File: src/rtl/svo_tmds_lanes.sv
// svo_tmds_lanes: N-lane TMDS encoder (DVI video, control, HDMI guard bands, TERC4 islands)
// with an output delay pipeline and a sticky period-sequence checker.
module svo_tmds_lanes #(
  parameter int NUM_LANES   = 3,
  parameter int ENABLE_HDMI = 1,
  parameter int PIPE_STAGES = 2,
  parameter int GUARD_LEN   = 2
) (
  input  logic                    clk,
  input  logic                    resetn,
  input  logic [2:0]              period,
  input  logic [8*NUM_LANES-1:0]  din,
  input  logic [2*NUM_LANES-1:0]  ctrl,
  input  logic [4*NUM_LANES-1:0]  terc4,
  output logic [10*NUM_LANES-1:0] dout,
  output logic                    seq_err,
  input  logic                    err_clr
);
  localparam logic [2:0] P_CTRL = 3'd0, P_VGB = 3'd1, P_VDATA = 3'd2, P_DIGB = 3'd3, P_DIDATA = 3'd4;
  localparam bit HDMI = ENABLE_HDMI != 0;
  localparam logic [2:0] GL = 3'(GUARD_LEN);
  localparam logic [9:0] GB_A = 10'b1011001100, GB_B = 10'b0100110011;
  localparam logic [9:0] CTRL_SYM [4] = '{10'b1101010100, 10'b0010101011, 10'b0101010100, 10'b1010101011};
  localparam logic [9:0] TERC4_SYM [16] = '{
    10'b1010011100, 10'b1001100011, 10'b1011100100, 10'b1011100010,
    10'b0101110001, 10'b0100011110, 10'b0110001110, 10'b0100111100,
    10'b1011001100, 10'b0100111001, 10'b0110011100, 10'b1011000110,
    10'b1010001110, 10'b1001110001, 10'b0101100011, 10'b1011000011};

  function automatic logic [7:0] prefix_xor(input logic [7:0] v);
    for (int i = 0; i < 8; i++) prefix_xor[i] = ^(v & (8'hff >> (7 - i)));
  endfunction

  logic [10*NUM_LANES-1:0] enc_d;
  logic [10*NUM_LANES-1:0] pipe_q [PIPE_STAGES];
  logic signed [4:0] disp_q [NUM_LANES];
  logic signed [4:0] disp_d [NUM_LANES];

  for (genvar k = 0; k < NUM_LANES; k++) begin : g_lane
    logic [7:0] d;
    logic [3:0] n1d, n1q;
    logic xn, first, inv;
    logic [8:0] qm;
    logic signed [4:0] b, c, adj, nxt;
    logic [9:0] vid, gb, tsym, csym;
    assign d = din[8*k +: 8];
    assign n1d = 4'($countones(d));
    assign xn = n1d > 4'd4 || (n1d == 4'd4 && !d[0]);
    // an XNOR chain is the XOR prefix with every odd bit inverted
    assign qm = {~xn, prefix_xor(d) ^ (xn ? 8'haa : 8'h00)};
    assign n1q = 4'($countones(qm[7:0]));
    // b = ones - zeros; 5-bit wraparound is exact since the result lies in -8..8
    assign b = $signed({n1q, 1'b0}) - 5'sd8;
    assign c = disp_q[k];
    assign first = c == 5'sd0 || b == 5'sd0;
    assign inv = first ? ~qm[8] : c[4] == b[4];
    assign adj = first ? 5'sd0 : inv ? (qm[8] ? 5'sd2 : 5'sd0) : (qm[8] ? 5'sd0 : -5'sd2);
    assign nxt = c + (inv ? -b : b) + adj;
    assign vid = {inv, qm[8], inv ? ~qm[7:0] : qm[7:0]};
    assign gb = (k % 3 == 1) ? GB_B : GB_A;
    assign tsym = TERC4_SYM[terc4[4*k +: 4]];
    assign csym = CTRL_SYM[ctrl[2*k +: 2]];
    assign enc_d[10*k +: 10] = period == P_VDATA ? vid : !HDMI ? csym : period == P_VGB ? gb :
                               period == P_DIGB ? (k == 0 ? tsym : GB_B) : period == P_DIDATA ? tsym : csym;
    assign disp_d[k] = period == P_VDATA ? nxt : 5'sd0;
  end

  always_ff @(posedge clk or negedge resetn) begin
    if (!resetn) begin
      for (int s = 0; s < PIPE_STAGES; s++) pipe_q[s] <= {NUM_LANES{CTRL_SYM[0]}};
      for (int j = 0; j < NUM_LANES; j++) disp_q[j] <= 5'sd0;
    end else begin
      pipe_q[0] <= enc_d;
      for (int s = 1; s < PIPE_STAGES; s++) pipe_q[s] <= pipe_q[s-1];
      disp_q <= disp_d;
    end
  end

  assign dout = pipe_q[PIPE_STAGES-1];

  typedef enum logic [2:0] {S_IDLE, S_VGB, S_VIDEO, S_IGB_LEAD, S_ISLAND, S_IGB_TRAIL} state_t;
  state_t st_q, st_d, imp;
  logic [2:0] cnt_q, cnt_d;
  logic legal, guard, cont, seq_err_q;

  // imp is where an error resynchronises to: the state the current period implies
  always_comb begin
    imp = !HDMI ? (period == P_VDATA ? S_VIDEO : S_IDLE) : period == P_VGB ? S_VGB :
          period == P_VDATA ? S_VIDEO : period == P_DIGB ? S_IGB_LEAD : period == P_DIDATA ? S_ISLAND : S_IDLE;
    guard = HDMI && (period == P_VGB || period == P_DIGB);
    cont = (st_q == S_VGB && period == P_VGB) || ((st_q == S_IGB_LEAD || st_q == S_IGB_TRAIL) && period == P_DIGB);
    legal = 1'b0;
    if (!HDMI) legal = period == P_CTRL || period == P_VDATA;
    else
      case (period)
        P_CTRL:   legal = st_q == S_IDLE || st_q == S_VIDEO || (st_q == S_IGB_TRAIL && cnt_q == GL);
        P_VGB:    legal = st_q == S_IDLE || (st_q == S_VGB && cnt_q < GL);
        P_VDATA:  legal = st_q == S_VIDEO || (st_q == S_VGB && cnt_q == GL);
        P_DIGB:   legal = st_q inside {S_IDLE, S_IGB_LEAD, S_ISLAND} || (st_q == S_IGB_TRAIL && cnt_q < GL);
        P_DIDATA: legal = st_q == S_ISLAND || (st_q == S_IGB_LEAD && cnt_q == GL);
        default:  legal = 1'b0;
      endcase
    st_d = legal && period == P_DIGB && (st_q == S_ISLAND || st_q == S_IGB_TRAIL) ? S_IGB_TRAIL : imp;
    cnt_d = !guard ? 3'd0 : !(legal && cont) ? 3'd1 : cnt_q == 3'd7 ? 3'd7 : cnt_q + 3'd1;
  end

  always_ff @(posedge clk or negedge resetn) begin
    if (!resetn) begin
      st_q <= S_IDLE;
      cnt_q <= 3'd0;
      seq_err_q <= 1'b0;
    end else begin
      st_q <= st_d;
      cnt_q <= cnt_d;
      seq_err_q <= !legal || (seq_err_q && !err_clr);
    end
  end

  assign seq_err = seq_err_q;
endmodule

File: config.mk
export PLATFORM = sky130hd
export DESIGN_NAME = svo_tmds_lanes
export DESIGN_NICKNAME = d
export VERILOG_FILES = /design/src/rtl/svo_tmds_lanes.sv
export SDC_FILE = /design/constraint.sdc
export NUM_CORES = 1
export LEC_CHECK = 0
export BUFFER_PORTS_ARGS = -buffer_cell sky130_fd_sc_hd__clkbuf_2
export CAP_MARGIN = 10
export CORE_MARGIN = 2
export CORE_UTILIZATION = 50
export CTS_BUF_LIST = sky130_fd_sc_hd__clkbuf_4 sky130_fd_sc_hd__clkbuf_8
export DETAILED_ROUTE_END_ITERATION = 10
export HOLD_SLACK_MARGIN = 0.12
export PLACE_DENSITY = 0.71
export SLEW_MARGIN = 20
export SYNTH_ARGS = -nofsm -noshare
export SYNTH_HDL_FRONTEND = slang
export SYNTH_SLANG_ARGS = --single-unit
File: constraint.sdc
create_clock -name clk -period 8.6 [get_ports clk]
set_input_delay 1.72 -clock clk [delete_from_list [all_inputs] [get_ports clk]]
set_output_delay 1.72 -clock clk [all_outputs]
set_load 0.05 [all_outputs]
# --- After elaboration in Yosys (flattened, before gate mapping) ---
# Memories as Yosys holds them, arrays and structs flattened.
# Cells that the tools add are included.
# Widths: inputs -> output; s select.
word_totals:
  register_bits: 82
  latchBits: 0
  mem_bits_rw: 0
  mem_bits_ro: 480
  out_inout_bits: 31
  elab_cells: 240
  n_memories: 3
mem_list:
  columns: ["name", "depth", "word_bits", "read_ports", "rd_ports_with_merged_regs", "write_ports", "line", "rtl"]
  rows:
  - ["(no name shown)", 16, 10, 1, 0, 0, "61", "assign tsym = TERC4_SYM[terc4[4*k +: 4]];"]
  - ["(no name shown)", 16, 10, 1, 0, 0, "61", null]
  - ["(no name shown)", 16, 10, 1, 0, 0, "61", null]
classes:
  n_addsub: 55
  multipliers: 0
  n_div: 0
  magnitude_cmp: 10
  n_eq_ne: 17
  n_shift: 0
  n_mux: 63
  n_bitwise: 15
  n_reduce_logical: 69
ops:
  columns: ["cell", "n"]
  rows:
  - ["$mux 10", 24]
  - ["$reduce_xor 8->1", 24]
  - ["$mux 5", 15]
  - ["$bmux 10 s2", 3]
  - ["$add 1x1->2", 24]
  - ["$mux 8", 6]
  - ["$add 2x2->3", 12]
  - ["$add 5x5->5", 6]
  - ["$logic_not 5->1", 6]
  - ["$add 3x3->4", 6]
  - ["$mux 3", 8]
  - ["$not 8->8", 3]
  - ["$xor 8x8->8", 3]
  - ["$logic_or 1x1->1", 17]
  - ["$eq 3x2->1 const B", 5]
  - ["$ge 5x5->1 const B", 3]
  - ["$neg 5->5", 3]
  - ["$not 4->5", 3]
  - ["$sub 5x5->5 const B", 3]
  - ["$logic_and 1x1->1", 14]
  - ["$eq 3x3->1 const B", 4]
  - ["$eq 4x3->1 const B", 3]
  - ["$gt 4x3->1 const B", 3]
  - ["$ge 3x3->1 const B", 3]
  - ["other kinds (12)", 28]

# --- Longest topological paths before layout ---
logic_depth:
  depth_word: 19
  mapped_depth: 34
  depth_no_buf: 33

# --- Least setup slack after synthesis ---
# Ideal clock, no wire load.
synth_timing:
  kind: "in2reg"
  start: "input din[8]"
  end: "register disp_q, in the netlist g_lane[1].c[4]"
  setup_ps: 132
  t_arrival_ps: 9521
  path_slack_ps: -1053
  stages: 32
  cell_sequence: "inv_1 > fa_1 > fa_1 > fa_1 > inv_1 > ha_1 > fa_1 > nor3b_1 > o22ai_1 > buf_2 > xor2_1 > fa_1 > inv_1 > fa_1 > fa_1 > ha_1 > inv_1 > fa_1 > xnor2_1 > ha_1 > a21oi_1 > mux2i_2 > nand2_1 > o21ai_0 > fa_1 > inv_1 > ha_1 > inv_1 > fa_1 > xnor2_1 > xnor2_1 > nor2_1"
synth_lines:
  columns: ["item", "line", "rtl"]
  rows:
  - ["start, declared", "12", "input logic [8*NUM_LANES-1:0] din,"]
  - ["end signal, assigned", "75", "disp_q <= disp_d;"]
  - ["end, declared", "36", "logic signed [4:0] disp_q [NUM_LANES];"]

==> parameters.txt <==
Parameter                              Value

Placement
  Worst slack after detailed placement ... -1085 ps
  Cell area reported after detailed placement ... 7460 um2
  Count of input and output buffers ... 78
  Routability congestion estimate from global placement ... 0.8914
  Post-DP HPWL ... 10870 um

Critical path
  CP dominant cell by count ... sky130_fd_sc_hd__fa_1
  Startpoint type of the worst setup path ... input pin
  Highest-delay cell along the critical path ... sky130_fd_sc_hd__fa_1
  Path type of the worst setup path ... input pin to flip-flop
  Critical Path End Type ... flip-flop
  Crit path max fanout ... 3
  Crit path arrival time ... 9270 ps
  Crit path required time ... 8830 ps
  Worst stage delay on the critical path ... 550 ps

Routing
  Post-detailed-route via-to-cell ratio ... 5.167
  Number of DRC markers after the initial detailed-route iteration ... 281
  Total Wirelength ... 14570 um
  DRC errors left ... 0
  Detailed-route via count ... 5033
  Remaining number of nets flagged by the antenna check after routing ... 0
  1st-pass router iterations ... 5
  Wire length per cell ... 14.95 um

Synth
  Main flop type after synthesis ... sky130_fd_sc_hd__dfrtp_1
  Dominant cells by area after synthesis ... sky130_fd_sc_hd__dfrtp_1 19%, sky130_fd_sc_hd__dfstp_2 12%, sky130_fd_sc_hd__fa_1 11%, sky130_fd_sc_hd__ha_1 8.7%, sky130_fd_sc_hd__xnor2_1 7.2%
  Number of distinct library cell variants in the gate-level netlist after synthesis ... 63
  Post-synth EDFFs ... 0
  Share of flip-flops with an asynchronous set or reset after synthesis ... 100.0%
  Syn Std Cell Area ... 6446 um2
  Seq/Total Area, Yosys ... 31.25%
  Synthesized Nets ... 801
  Number of cells produced by synthesis ... 672
  Syn avg cell area ... 9.593 um2
  Top cell type's share of synthesized area ... 19.02%
  Cell type with the largest total area after synthesis ... sky130_fd_sc_hd__dfrtp_1
  Post-synthesis register bit count ... 79
  Total of warnings raised by yosys ... 0

Clocking
  Maximum buffer depth of the clock tree ... 2
  Clock latency at the later pin of the worst-skew pair ... 380 ps
  H-tree level count ... 3
  Worst-path clk slew ... 80 ps
  Clk root buf ... sky130_fd_sc_hd__clkbuf_8
  TritonCTS clock tree ... built
  Hold-fix buffers, CTS ... 0
  Number of sinks on the clock net ... 79
  Num CTS Buffers ... 9

Timing
  Final sum of negative setup slack ... -1817 ps
  Final max-slew violation count ... 0
  Achievable frequency ... 110.5 MHz
  Worst clock skew on the final layout ... 17.40 ps
  Setup violation total in the final timing report ... 6
  Slew at the pin with the worst max-slew slack ... 983.1 ps
  RSZ-0062 raised after global routing ... yes
  Minimum setup slack in the final design ... -448.6 ps
  Worst relative slew slack ... 34.46%
  Period Utilization, post-route ... 105.2%
  Number of hold violations in the final report ... 0
  Minimum clock period ... 9049 ps

Job
  MaxCap Viol Count ... 0

Global route
  Total track usage ... 21.21%
  Wire length of the first global-routing pass ... 23830 um
  Remaining global-route overflow ... 0
  Pin count of the biggest net entering global routing ... 80
  Antenna violations before repair ... 0
  Vias in the first global route ... 5086

Floorplan
  Number of placement rows ... 41
  Overall die height ... 117.5 um
  Effective utilization at floorplan ... 51.08%
  Number of top-level pins ... 79
  Overall die area ... 13820 um2
  Placeable core region ... 12620 um2
  Horizontal extent of the die ... 117.5 um

Finish
  Number of nets at the end of the flow ... 926
  Layout overhead on the synthesized area ... 25.31%
  Fin area ... 8078 um2
  # fillers ... 998
  Antenna diode instance count ... 0
  Share of post-route cells with drive strength above 1 ... 37.53%

Run status
  Outcome ... finished with violations
  Violations in the final reports ... setup timing

Worst hold path
  Tightest Hold Check Type ... flip-flop to flip-flop
-- critical path: cells and delay by family --
kind | cells | cell delay [ps]
and+or+nand+nor | 5 | 660
xor gates and xnor gates | 4 | 680
muxes | 1 | 270
AOI/OAI and AO/OA | 2 | 190
buffers and inverters | 8 | 410
adders and majority gates | 14 | 5330
-- stage by stage --
| step | hold WS [ps] | std cells | utilization [%] |
|---|---|---|---|
| 2_1_floorplan | 331.2 | 672 | - |
| 3_3_place_gp | 333.0 | 938 | 59.11 |
| 3_5_place_dp | 336.3 | 938 | 59.11 |
| 4_1_cts | 353.8 | 963 | 62.21 |
| 5_1_grt | 355.6 | 974 | 64.01 |
| 6_report | 351.6 | 974 | 64.01 |
-- cell usage after synthesis, drive strengths merged (7+ instances only) --
library cell / n
fa: 36
nor2b: 8
o22ai: 13
o21ai: 36
xnor2: 60
nor2: 37
nand2b: 10
buf: 37
dfstp: 30
dfrtp: 49
nand3: 16
ha: 45
and2: 8
inv: 86
a21o: 7
nand2: 42
xor2: 29
clkbuf: 11
a21oi: 47
-- path summary, 6_finish.rpt --
check	end	depth (start not counted)	from	slack, ps
min reg2reg	dout[5]	0	pipe_q[35]	350
max in group asynchronous	g_lane[0].c[3]	1	resetn	6460
max	g_lane[2].c[4]	34	din[16]	-450
max reg2reg	g_lane[0].c[4]	13	g_lane[0].c[4]	5460
min in group asynchronous	seq_err	1	resetn	1510
min	dout[5]	0	pipe_q[35]	350
-- what timing repair did --
item	4_1_cts	5_1_grt
setup endpoints to repair	7	9
pin swaps	41	34
buffers inserted	11	11
resized for setup	21	37
-- layout by cell type (no fill, tap or decap), types with 4 or more instances in the layout --
| cell type | Yosys | routed |
|---|---|---|
| sky130_fd_sc_hd__nand2b_1 | 10 | 10 |
| sky130_fd_sc_hd__ha_4 | 0 | 5 |
| sky130_fd_sc_hd__o21ai_0 | 34 | 33 |
| sky130_fd_sc_hd__xor2_2 | 1 | 7 |
| sky130_fd_sc_hd__xnor2_4 | 3 | 7 |
| sky130_fd_sc_hd__o221ai_1 | 5 | 5 |
| sky130_fd_sc_hd__ha_2 | 0 | 8 |
| sky130_fd_sc_hd__inv_2 | 0 | 16 |
| sky130_fd_sc_hd__xnor2_1 | 53 | 45 |
| sky130_fd_sc_hd__nor2_1 | 36 | 34 |
| sky130_fd_sc_hd__a21oi_1 | 47 | 45 |
| sky130_fd_sc_hd__ha_1 | 45 | 32 |
| sky130_fd_sc_hd__nor2b_1 | 8 | 6 |
| sky130_fd_sc_hd__dfstp_2 | 30 | 30 |
| sky130_fd_sc_hd__xnor2_2 | 4 | 8 |
| sky130_fd_sc_hd__a21o_1 | 7 | 7 |
| sky130_fd_sc_hd__a31oi_1 | 4 | 4 |
| sky130_fd_sc_hd__fa_1 | 36 | 29 |
| sky130_fd_sc_hd__clkbuf_8 | 0 | 10 |
| sky130_fd_sc_hd__buf_6 | 0 | 5 |
| sky130_fd_sc_hd__a211oi_1 | 5 | 5 |
| sky130_fd_sc_hd__dfrtp_1 | 49 | 49 |
| sky130_fd_sc_hd__nand2_1 | 42 | 39 |
| sky130_fd_sc_hd__o22ai_1 | 12 | 10 |
| sky130_fd_sc_hd__fa_2 | 0 | 7 |
| sky130_fd_sc_hd__buf_4 | 30 | 85 |
| sky130_fd_sc_hd__and2_1 | 7 | 6 |
| sky130_fd_sc_hd__nand3_1 | 16 | 15 |
| sky130_fd_sc_hd__inv_1 | 86 | 66 |
| sky130_fd_sc_hd__xor2_1 | 27 | 21 |
| sky130_fd_sc_hd__o211ai_1 | 4 | 4 |
| sky130_fd_sc_hd__clkbuf_2 | 0 | 68 |
-- area by class of cell --
cell class	instances	area [um2]	area share (%)
Timing Repair Buffer	162	1105	13.68
Clock buffer	12	152.6	1.890
Tap cell	172	215.2	2.664
Clock inverter	4	55.05	0.6815
Multi-Input combinational cell	458	4192	51.89
Inverter	87	344.1	4.260
Sequential cell	79	2014	24.94
-- cells by family (layout without fill, tap and decap cells) --
kind of cell	Yosys count	count (layout)	share of synthesized area, %
and+or+nand+nor	136	136	9.977
DFF	79	79	31.25
AOI/OAI and AO/OA	143	143	13.63
muxes	6	6	1.029
xor gates and xnor gates	90	90	14.21
buffers and inverters	135	265	9.686
adders and majority gates	83	83	20.23
-- layer usage --
| layer | part of all wire, % | vias up | GRT usage (%) |
|---|---|---|---|
| li1 | - | 2432 | - |
| met1 | 42 | 2448 | 26.66 |
| met2 | 52 | 127 | 36.70 |
| met3 | 3.7 | 26 | 3.149 |
| met4 | 2.4 | 0 | 8.735 |
| met5 | 0 | - | 0 |
-- flip-flops by register name (all words and copies together) (netlist names) --
| name | count |
|---|---|
| dout | 30 |
| pipe_q | 30 |
| g_lane.c | 12 |
| cnt_q | 3 |
| st_q | 3 |
| seq_err | 1 |
Power is not shown: default switching activity piles up to over one toggle a cycle in this logic, so the estimate is an artifact.
